$ cat config.mk
export PLATFORM = sky130hd
export DESIGN_NAME = bcd_counter_3digit
export DESIGN_NICKNAME = d
export VERILOG_FILES = /design/src/rtl/bcd_counter_3digit.sv
export SDC_FILE = /design/constraint.sdc
export NUM_CORES = 1
export LEC_CHECK = 0
export CORE_UTILIZATION = 40
export DETAILED_ROUTE_END_ITERATION = 12
export PLACE_DENSITY = 0.68
export SYNTH_ARGS = -nofsm -noshare
export SYNTH_HDL_FRONTEND = slang
export SYNTH_SLANG_ARGS = --single-unit
export TNS_END_PERCENT = 1
$ cat constraint.sdc
create_clock -name Clk -period 2.35 [get_ports Clk]
set_clock_uncertainty 0.15 [all_clocks]
set_input_delay 0.235 -clock Clk [delete_from_list [all_inputs] [get_ports Clk]]
set_output_delay 0.235 -clock Clk [all_outputs]
set_load 0.05 [all_outputs]
$ cat src/rtl/bcd_counter_3digit.sv
// Three-decade BCD counter (000-999) with tick prescaler, synchronous clear and parallel load.
// Optional macro BCD_DOWN_COUNT_EN enables Up_Down-controlled down counting with borrow.
module bcd_counter_3digit #(
   parameter int TICK_DIV = 100
) (
   input  logic        Clk,
   input  logic        Reset,
   input  logic        Enable,
   input  logic        Clear,
   input  logic        Load,
   input  logic [11:0] Load_Value,
   input  logic        Up_Down,
   output logic [3:0]  Ones_Out,
   output logic [3:0]  Tens_Out,
   output logic [3:0]  Hundreds_Out,
   output logic        Tick_Out,
   output logic        Wrap_Out
);

   localparam int DW = (TICK_DIV > 1) ? $clog2(TICK_DIV) : 1;
   localparam logic [DW-1:0] DIV_LAST = DW'(TICK_DIV - 1);

   logic [DW-1:0] div_cnt_q, div_cnt_d;
   logic [3:0]    ones_q, ones_d;
   logic [3:0]    tens_q, tens_d;
   logic [3:0]    hund_q, hund_d;
   logic          tick_q, tick_d;
   logic          wrap_q, wrap_d;

`ifndef BCD_DOWN_COUNT_EN
   logic unused_up_down;
   assign unused_up_down = Up_Down;
`endif

   function automatic logic [3:0] clamp9(input logic [3:0] n);
      return (n > 4'd9) ? 4'd9 : n;
   endfunction

   always_comb begin
      div_cnt_d = div_cnt_q;
      ones_d    = ones_q;
      tens_d    = tens_q;
      hund_d    = hund_q;
      tick_d    = 1'b0;
      wrap_d    = 1'b0;
      if (Clear) begin
         div_cnt_d = '0;
         ones_d    = 4'd0;
         tens_d    = 4'd0;
         hund_d    = 4'd0;
      end else if (Load) begin
         div_cnt_d = '0;
         ones_d    = clamp9(Load_Value[3:0]);
         tens_d    = clamp9(Load_Value[7:4]);
         hund_d    = clamp9(Load_Value[11:8]);
      end else if (Enable) begin
         if (div_cnt_q == DIV_LAST) begin
            div_cnt_d = '0;
            tick_d    = 1'b1;
`ifdef BCD_DOWN_COUNT_EN
            if (!Up_Down) begin
               // Borrow ripples while the lower digit underflows from 0 to 9.
               if (ones_q == 4'd0) begin
                  ones_d = 4'd9;
                  if (tens_q == 4'd0) begin
                     tens_d = 4'd9;
                     if (hund_q == 4'd0) begin
                        hund_d = 4'd9;
                        wrap_d = 1'b1;
                     end else begin
                        hund_d = hund_q - 4'd1;
                     end
                  end else begin
                     tens_d = tens_q - 4'd1;
                  end
               end else begin
                  ones_d = ones_q - 4'd1;
               end
            end else
`endif
            begin
               if (ones_q == 4'd9) begin
                  ones_d = 4'd0;
                  if (tens_q == 4'd9) begin
                     tens_d = 4'd0;
                     if (hund_q == 4'd9) begin
                        hund_d = 4'd0;
                        wrap_d = 1'b1;
                     end else begin
                        hund_d = hund_q + 4'd1;
                     end
                  end else begin
                     tens_d = tens_q + 4'd1;
                  end
               end else begin
                  ones_d = ones_q + 4'd1;
               end
            end
         end else begin
            div_cnt_d = div_cnt_q + 1'b1;
         end
      end
   end

   always_ff @(posedge Clk) begin
      if (Reset) begin
         div_cnt_q <= '0;
         ones_q    <= 4'd0;
         tens_q    <= 4'd0;
         hund_q    <= 4'd0;
         tick_q    <= 1'b0;
         wrap_q    <= 1'b0;
      end else begin
         div_cnt_q <= div_cnt_d;
         ones_q    <= ones_d;
         tens_q    <= tens_d;
         hund_q    <= hund_d;
         tick_q    <= tick_d;
         wrap_q    <= wrap_d;
      end
   end

   assign Ones_Out     = ones_q;
   assign Tens_Out     = tens_q;
   assign Hundreds_Out = hund_q;
   assign Tick_Out     = tick_q;
   assign Wrap_Out     = wrap_q;

endmodule
==> results of run 1 <==
==> registers in the layout (all words and copies together), names as in the netlist <==
signal / count
Tick_Out: 1
div_cnt_q: 7
Wrap_Out: 1
Tens_Out: 4
Hundreds_Out: 4
Ones_Out: 4
==> final cells by class <==
| class | count | area, um^2 | share of cell area |
|---|---|---|---|
| multi-input cells | 106 | 709 | 0.453 |
| flip-flops and latches | 21 | 420 | 0.268 |
| repair buffers | 36 | 345 | 0.220 |
| well taps | 31 | 38.8 | 0.0248 |
| clock buffers | 4 | 26.3 | 0.0168 |
| inverters | 7 | 26.3 | 0.0168 |
==> power by group <==
group          switching, uW  internal, uW
logic                   71.4          63.9
registers               14.5           365
clock network            110          66.2
==> how the worst max path moves through the flow <==
stage,end,depth (start not counted)
2_1_floorplan,Hundreds_Out[3]$_SDFFE_PP0P_,5
3_3_place_gp,Hundreds_Out[3]$_SDFFE_PP0P_,5
3_5_place_dp,Hundreds_Out[3]$_SDFFE_PP0P_,5
4_1_cts,Ones_Out[1],1
5_1_grt,Hundreds_Out[2]$_SDFFE_PP0P_,5
6_report,Ones_Out[1],1
==> stage by stage <==
step / setup WS, ps / hold WS (ps) / instances / total power, uW / util
floorplan: 282 / 260 / 142 / 462 / -
detailed placement: 217 / 370 / 201 / 522 / 0.544
CTS: 260 / 365 / 205 / 699 / 0.554
global route: 188 / 382 / 205 / 723 / 0.554
global placement: 248 / 346 / 201 / 519 / 0.544
finish: 278 / 373 / 205 / 691 / 0.554
==> logic make-up (layout without fill, tap and decap cells) <==
| family | after synthesis | after routing |
|---|---|---|
| buf+inv | 15 | 47 |
| mux | 3 | 3 |
| compound gates | 31 | 31 |
| flops | 21 | 21 |
| simple gates | 59 | 59 |
| fa+ha+maj | 1 | 1 |
| xor+xnor | 12 | 12 |
==> per-layer routing <==
| metal | share of wire | GRT usage |
|---|---|---|
| met5 | 0 | 0 |
| met2 | 0.47 | 0.284 |
| met3 | 0.044 | 0.0204 |
| met4 | 0.0069 | 0.0732 |
| met1 | 0.48 | 0.237 |
==> cells in the final DEF, fill, tap and decap left out, types with 2 or more instances in the layout <==
cell type and count:
sky130_fd_sc_hd__a221oi_1 2, sky130_fd_sc_hd__xnor2_1 6, sky130_fd_sc_hd__or3_1 4, sky130_fd_sc_hd__nor3_1 3, sky130_fd_sc_hd__buf_4 6, sky130_fd_sc_hd__and3_1 3
sky130_fd_sc_hd__nand3_1 8, sky130_fd_sc_hd__nand4_1 3, sky130_fd_sc_hd__o21ai_0 7, sky130_fd_sc_hd__mux2i_1 2, sky130_fd_sc_hd__nor2b_1 3, sky130_fd_sc_hd__and4b_1 3
sky130_fd_sc_hd__inv_1 6, sky130_fd_sc_hd__clkbuf_4 3, sky130_fd_sc_hd__nand2_1 8, sky130_fd_sc_hd__xor2_1 6, sky130_fd_sc_hd__a211oi_1 4, sky130_fd_sc_hd__nor4_1 2
sky130_fd_sc_hd__dfxtp_1 21, sky130_fd_sc_hd__and4bb_2 3, sky130_fd_sc_hd__a41oi_1 2, sky130_fd_sc_hd__a311oi_1 3, sky130_fd_sc_hd__a21oi_1 7, sky130_fd_sc_hd__clkdlybuf4s50_1 30
sky130_fd_sc_hd__nor2_1 14
==> cell usage after synthesis, types with 3 or more instances <==
master	count
sky130_fd_sc_hd__and4bb_2	3
sky130_fd_sc_hd__buf_6	4
sky130_fd_sc_hd__inv_1	6
sky130_fd_sc_hd__nor2_1	14
sky130_fd_sc_hd__and4b_1	3
sky130_fd_sc_hd__xnor2_1	6
sky130_fd_sc_hd__nor2b_1	3
sky130_fd_sc_hd__nand3_1	8
sky130_fd_sc_hd__and3_1	3
sky130_fd_sc_hd__nand4_1	3
sky130_fd_sc_hd__xor2_1	6
sky130_fd_sc_hd__nor3_1	3
sky130_fd_sc_hd__a21oi_1	7
sky130_fd_sc_hd__o21ai_0	7
sky130_fd_sc_hd__clkbuf_1	3
sky130_fd_sc_hd__nand2_1	8
sky130_fd_sc_hd__a311oi_1	3
sky130_fd_sc_hd__a211oi_1	4
sky130_fd_sc_hd__or3_1	4
sky130_fd_sc_hd__dfxtp_1	21
==> reports/summary.md, run 1 <==
The run gives 1970 ps as the critical path required time. In this run the count of I/O pins placed on the die edge is 32. Compound-gate portion of the synthesized area: 0.174. For the core outline area, the log shows 2830 um^2. The worst register-to-register path has a depth of 5. The worst setup path is launched from a flop.

The tools report the worst hold path endpoint as Ones_Out[0]$_SDFFE_PP0P_. Of all cell types, the one taking the most synthesized area is sky130_fd_sc_hd__dfxtp_1. Across all layers, the routed design uses 1173 vias. Capturing element type of the critical path: an output pin. For the first-pass GRT wire length, the log shows 4450 um. The routed design has 2740 um of wire.

The area share of and/or/nand/nor cells after synthesis works out to 0.287. The number of maximum-capacitance constraint violations was 0; the count of mapped cells out of synthesis was 142. The count of pins over their slew limit is 0, and the share of synthesized area occupied by flip-flops and latches is 0.345. For this run, the slowest stage of the critical path takes 860 ps. TritonCTS built the clock tree.

The signal on the critical path passes through clkdlybuf4s50_1. The mux cell area share after synthesis was 0.0257. The path class of the tightest hold or removal check is input pin to flop.

The run finished, with violations left. Count of port buffers added during placement: 30. Worst slew margin relative to its limit: 0.666.

The initial antenna violation count was 0; the number of nets in the synthesized netlist was 161. The highest-delay cell along the critical path is sky130_fd_sc_hd__clkdlybuf4s50_1. Combinational family with the most area after synthesis: simple AND/OR/NAND/NOR gates. The origin of the worst setup path is Ones_Out[1]$_SDFFE_PP0P_. Summing every instance area after synthesis gives 1220 um^2. After filler insertion, the fill cell instance count of the layout stands at 289. The run gives 8 as the total iterations of the first detailed-routing run. In the final timing run, aggregate negative setup slack is 0 ps. The logs give 3 for the DRC violation count after routing and 0 for the total of endpoints with negative setup slack in the final report. The clock slew at the register clock pins of the worst setup and hold paths was 120 ps. CTS saw 21 sinks. The netlist uses 39 different library cells.

The number of gates resized after CTS was 0. In this run the clock root is driven by a sky130_fd_sc_hd__clkbuf_4. In the final routed layout, each cell accounts on average for 13.4 um.

Post-route cell area: 1570 um^2. The run gives 1 as the depth of the CTS H-tree. The register bit total from synthesis was 21; the later-pin clock latency in the skew report was 300 ps. The time the worst path needs with I/O delays and setup is 2070 ps.

Kind of cell with the highest combined delay on the critical path: buffers and inverters. The final layout net count was 194; the number of warning messages in the yosys log was 0. The tools report the number of buffers created by CTS as 3. The run gives 0 as the final antenna diode count. The layout overhead on the synthesized area came out at 28.7%. The fraction of registers with async set or reset after synthesis is 0, and the per-instance average area after synthesis is 8.57 um^2.

The run gives 2 as the buffer depth of the longest clock path. Adder-cell share of the synthesized area: 0.0103. The worst path buffer plus inverter count is 1. Setup repair after global routing left no endpoint under its margin. The number of enable-type register cells in the synthesized netlist is 0, and the post-CTS setup-driven buffer insertion count is 0. For the total routing resource utilization after global routing, the log shows 0.175. The leakage power was 0.000574 uW. The die covers 3270 um^2. The count of final hold-check violations came out at 0. The checks that failed: DRC. Data arrives at the worst endpoint at 1690 ps. The worst register-to-register path ends at Hundreds_Out[3]$_SDFFE_PP0P_. The area share of the largest cell type after synthesis is 0.345.

Yosys attributes the largest share of cell area to sky130_fd_sc_hd__dfxtp_1 35%, sky130_fd_sc_hd__nor2_1 4.3%, sky130_fd_sc_hd__xnor2_1 4.3%. In this run the power density over the cells is 441 nW/um^2. Global routing finished with a remaining overflow of 0.

The via count normalized by instance count works out to 5.72. The run gives 1028 as the number of global-route vias before repair. Dominant register cell in the synthesized netlist: sky130_fd_sc_hd__dfxtp_1. The congestion estimate from routability-driven global placement came to 0.808. For the cell area after placement, the log shows 1540 um^2. The hold-critical path depth was 3; the starting utilization of the core area was 0.430. Die extent in y: 57.2 um. The detailed router finished its first iteration with 42 violations. The setup check on the worst reg-to-reg path leaves a slack of 360 ps. Along the worst path, the maximum fanout reaches 9. In this run the remaining antenna-violating nets after routing total 0. Entering global routing, the biggest net connects 12 pins. The final worst-path cycle share was 0.882; the maximum vdd ir drop was 0.306 mV. Fraction of layout instances using a drive strength above 1: 0.0862. The overall die width was 57.2 um; the timing-limited maximum frequency was 483 MHz.

Summed over all nets, the half-perimeter wirelength after detailed placement is 2090 um. For the hold buffer count at CTS, the log shows 0. The kind of critical path is flop to output pin. The transition time at the pin with the least slew margin was 500 ps. The site row count is 19.

The worst register-to-register path begins at div_cnt_q[0]$_SDFFE_PP0P_. The fraction of synthesized cell area in xor and xnor cells came out at 0.0863. The tools report the startpoint of the tightest hold check path as Load_Value[0].
Power figures use the tool's default switching activity.
==> inputs of run 2 (changes only) <==
ABC_CLOCK_PERIOD_IN_PS = 2350   (was default)
CORE_ASPECT_RATIO = 0.7   (was default)
==> run 2 against run 1 <==
  * The flow now finishes without violations
  * First-iteration DRC count is 50% higher
  * Flip-flop and latch count unchanged
  * Non-clock buffer count shrank 2
  * Global-route usage is 1.2 points higher
==> reports/summary.md, run 2 (synthesized netlist as in run 1, its figures left out) <==
Cell area after placement: 1530 um^2. The run gives 0.188 as the total routing resource utilization after global routing. In this run the worst hold path is classified as flop to flop.

The run gives 0 as the count of pins over their slew limit. After detailed routing, the number of vias per cell comes to 5.50. Summed over all nets, the half-perimeter wirelength after detailed placement is 2120 um. The startpoint class of the critical path was a flop.

Data on the critical path arrives at its endpoint at 2090 ps. The tree built by TritonCTS fans out to 21 sinks. The largest register by flop count is div_cnt_q. The transition time at the pin with the least slew margin was 505 ps. The reg-to-reg endpoint was Tens_Out[1]$_SDFFE_PP0P_.

From bottom edge to top edge, the die measures 48.2 um. The smallest clock period supported by the final layout is computed as 2090 ps. The reg-to-reg critical path startpoint is div_cnt_q[0]$_SDFFE_PP0P_.

Once layout is done, the placed cells without fillers occupy 1580 um^2. Adding up every negative setup slack in the final design gives 0 ps. The maximum vdd ir drop was 0.311 mV. The library cell used most frequently in the layout, excluding fill and tap cells, is sky130_fd_sc_hd__clkdlybuf4s50_1. The run gives 4410 um as the first-pass GRT wire length. For the number of global-route vias before repair, the log shows 942. The overall die width works out to 67.9 um. For this run, design rule violations remaining after detail routing come to 0.

The buffer depth of the longest clock path is 2, and the number of gates given a new drive strength after cts is 0. The hold-critical path depth works out to 2. Clock slew at the register clock pins of the worst setup and hold paths: 70 ps.

The core region is 2840 um^2. For the die outline area, the log shows 3270 um^2. The smallest hold slack came out at 377 ps. The fraction of layout instances using a drive strength above 1 is 0.0756, and the hold buffer count at CTS is 0.

The run gives 0.662 as the worst slew margin relative to its limit. The most critical setup path has its endpoint at Tens_Out[1]$_SDFFE_PP0P_. The run gives 1 as the depth of the CTS H-tree. Excluding fillers, the count of instances in the completed layout stands at 208. The count of final hold-check violations was 0. The flow ran to the end, and the final reports show no timing, DRC or antenna violations. After the first detailed-routing iteration, the DRC count stood at 63. The total power per unit cell area was 476 nW/um^2; the final layout net count was 192. Setup violations remaining at the end of the flow were counted as 0. Compared with the post-synthesis result, the final layout area differs by 29.5%. The tool flagged a number of max-cap violations equal to 0. Overall overflow remaining after global route: 0. Summed over all cells, the static leakage comes to 0.000572 uW. For the worst flop-to-flop path, the logic depth is 5. The post-CTS setup-driven buffer insertion count was 0; the total wirelength of the detailed-routed design was 2790 um.

Based on the critical path, the design can be clocked at up to 479 MHz. The first detailed-routing pass took 4 iterations. The clock root buffer master is sky130_fd_sc_hd__clkbuf_8.

At the later pin of the worst-skew pair, clock insertion delay measures 260 ps. The capturing element type of the critical path was a flop. The most critical setup path has its startpoint at div_cnt_q[0]$_SDFFE_PP0P_. The overall power consumption came out at 750 uW. The tools report the final weighted congestion in routability-driven placement as 0.811. The setup slack of the most critical reg-to-reg path was 260 ps; the number of nets still failing antenna checks after routing was 0. Setup repair after global routing left no endpoint under its margin. 0 antenna diodes ended up in the layout. The run gives 2350 ps as the critical path required time.

The via count is 1145. The maximum number of pins on one net before global-route repair is 12, and the initial antenna violation count is 0. The number of flip-flops under the largest register name is 7. The worst setup path is of the flop to flop kind. TritonCTS built the clock tree.

Final worst-path cycle share: 0.888. The wire length per cell is 13.4 um, and the number of instances in the placed design is 204. The logs give 3 for the number of buffers created by CTS and 0.428 for the starting utilization of the core area. In this run the worst path has a maximum fanout of 7. Count of port buffers added during placement: 30.

Pin placement for this block handled 32 I/O pins. The initialized floorplan defines 16 standard-cell rows. In the layout the commonest cells are 30 x sky130_fd_sc_hd__clkdlybuf4s50_1, 21 x sky130_fd_sc_hd__dfxtp_1, 14 x sky130_fd_sc_hd__nor2_1, 8 x sky130_fd_sc_hd__nand2_1, 8 x sky130_fd_sc_hd__nand3_1.
run 2: cell count changes in the layout (fill, tap and decap cells not counted), sizes merged:
cell	delta
buf	-2
run 2: metrics by stage:
step	utilization	setup WS [ps]
finish	0.555	264
floorplan	-	282
CTS	0.555	264
global placement	0.539	171
detailed placement	0.539	130
global route	0.555	159
run 2: final cells by class:
cell class	instances	area (um^2)
inverter	7	26.3
timing repair buffer	34	330
multi-input combinational	106	709
clock buffer	4	45.0
fill	269	1270
tap	36	45.0
sequential	21	420
run 2: metal layers:
metal,track usage,up-vias,wire length (um)
met5,0,-,0
met4,0.0375,0,23
met3,0.0607,4,153
met2,0.286,31,1190
met1,0.261,528,1420
li1,-,582,-
run 2: worst min-delay path by stage:
| stage | from | to | slack (ps) |
|---|---|---|---|
| 6_report | div_cnt_q[6]$_SDFFE_PP0P_ | div_cnt_q[6]$_SDFFE_PP0P_ | 380 |
| 5_1_grt | div_cnt_q[6]$_SDFFE_PP0P_ | div_cnt_q[6]$_SDFFE_PP0P_ | 400 |
| 4_1_cts | div_cnt_q[6]$_SDFFE_PP0P_ | div_cnt_q[6]$_SDFFE_PP0P_ | 390 |
| 3_5_place_dp | div_cnt_q[6]$_SDFFE_PP0P_ | div_cnt_q[6]$_SDFFE_PP0P_ | 370 |
| 3_3_place_gp | div_cnt_q[6]$_SDFFE_PP0P_ | div_cnt_q[6]$_SDFFE_PP0P_ | 350 |
| 2_1_floorplan | Load_Value[11] | Hundreds_Out[0]$_SDFFE_PP0P_ | 260 |
run 2: power breakdown:
group | internal [uW] | switching, uW
clock network | 121 | 115
logic | 62.8 | 72.2
registers | 365 | 14.4
run 2: critical path, cell delays in order (launching register included):
cell and delay, ps:
sky130_fd_sc_hd__dfxtp_1 380, sky130_fd_sc_hd__ha_1 210, sky130_fd_sc_hd__and4b_1 390, sky130_fd_sc_hd__and4b_1 390, sky130_fd_sc_hd__a21boi_0 120, sky130_fd_sc_hd__o311a_1 340
==> inputs of run 3 (changes only) <==
CTS_CLUSTER_SIZE = 14   (was default)
==> results of run 3 <==
Same layout as run 2: the final DEF is identical, and so are final timing and power.
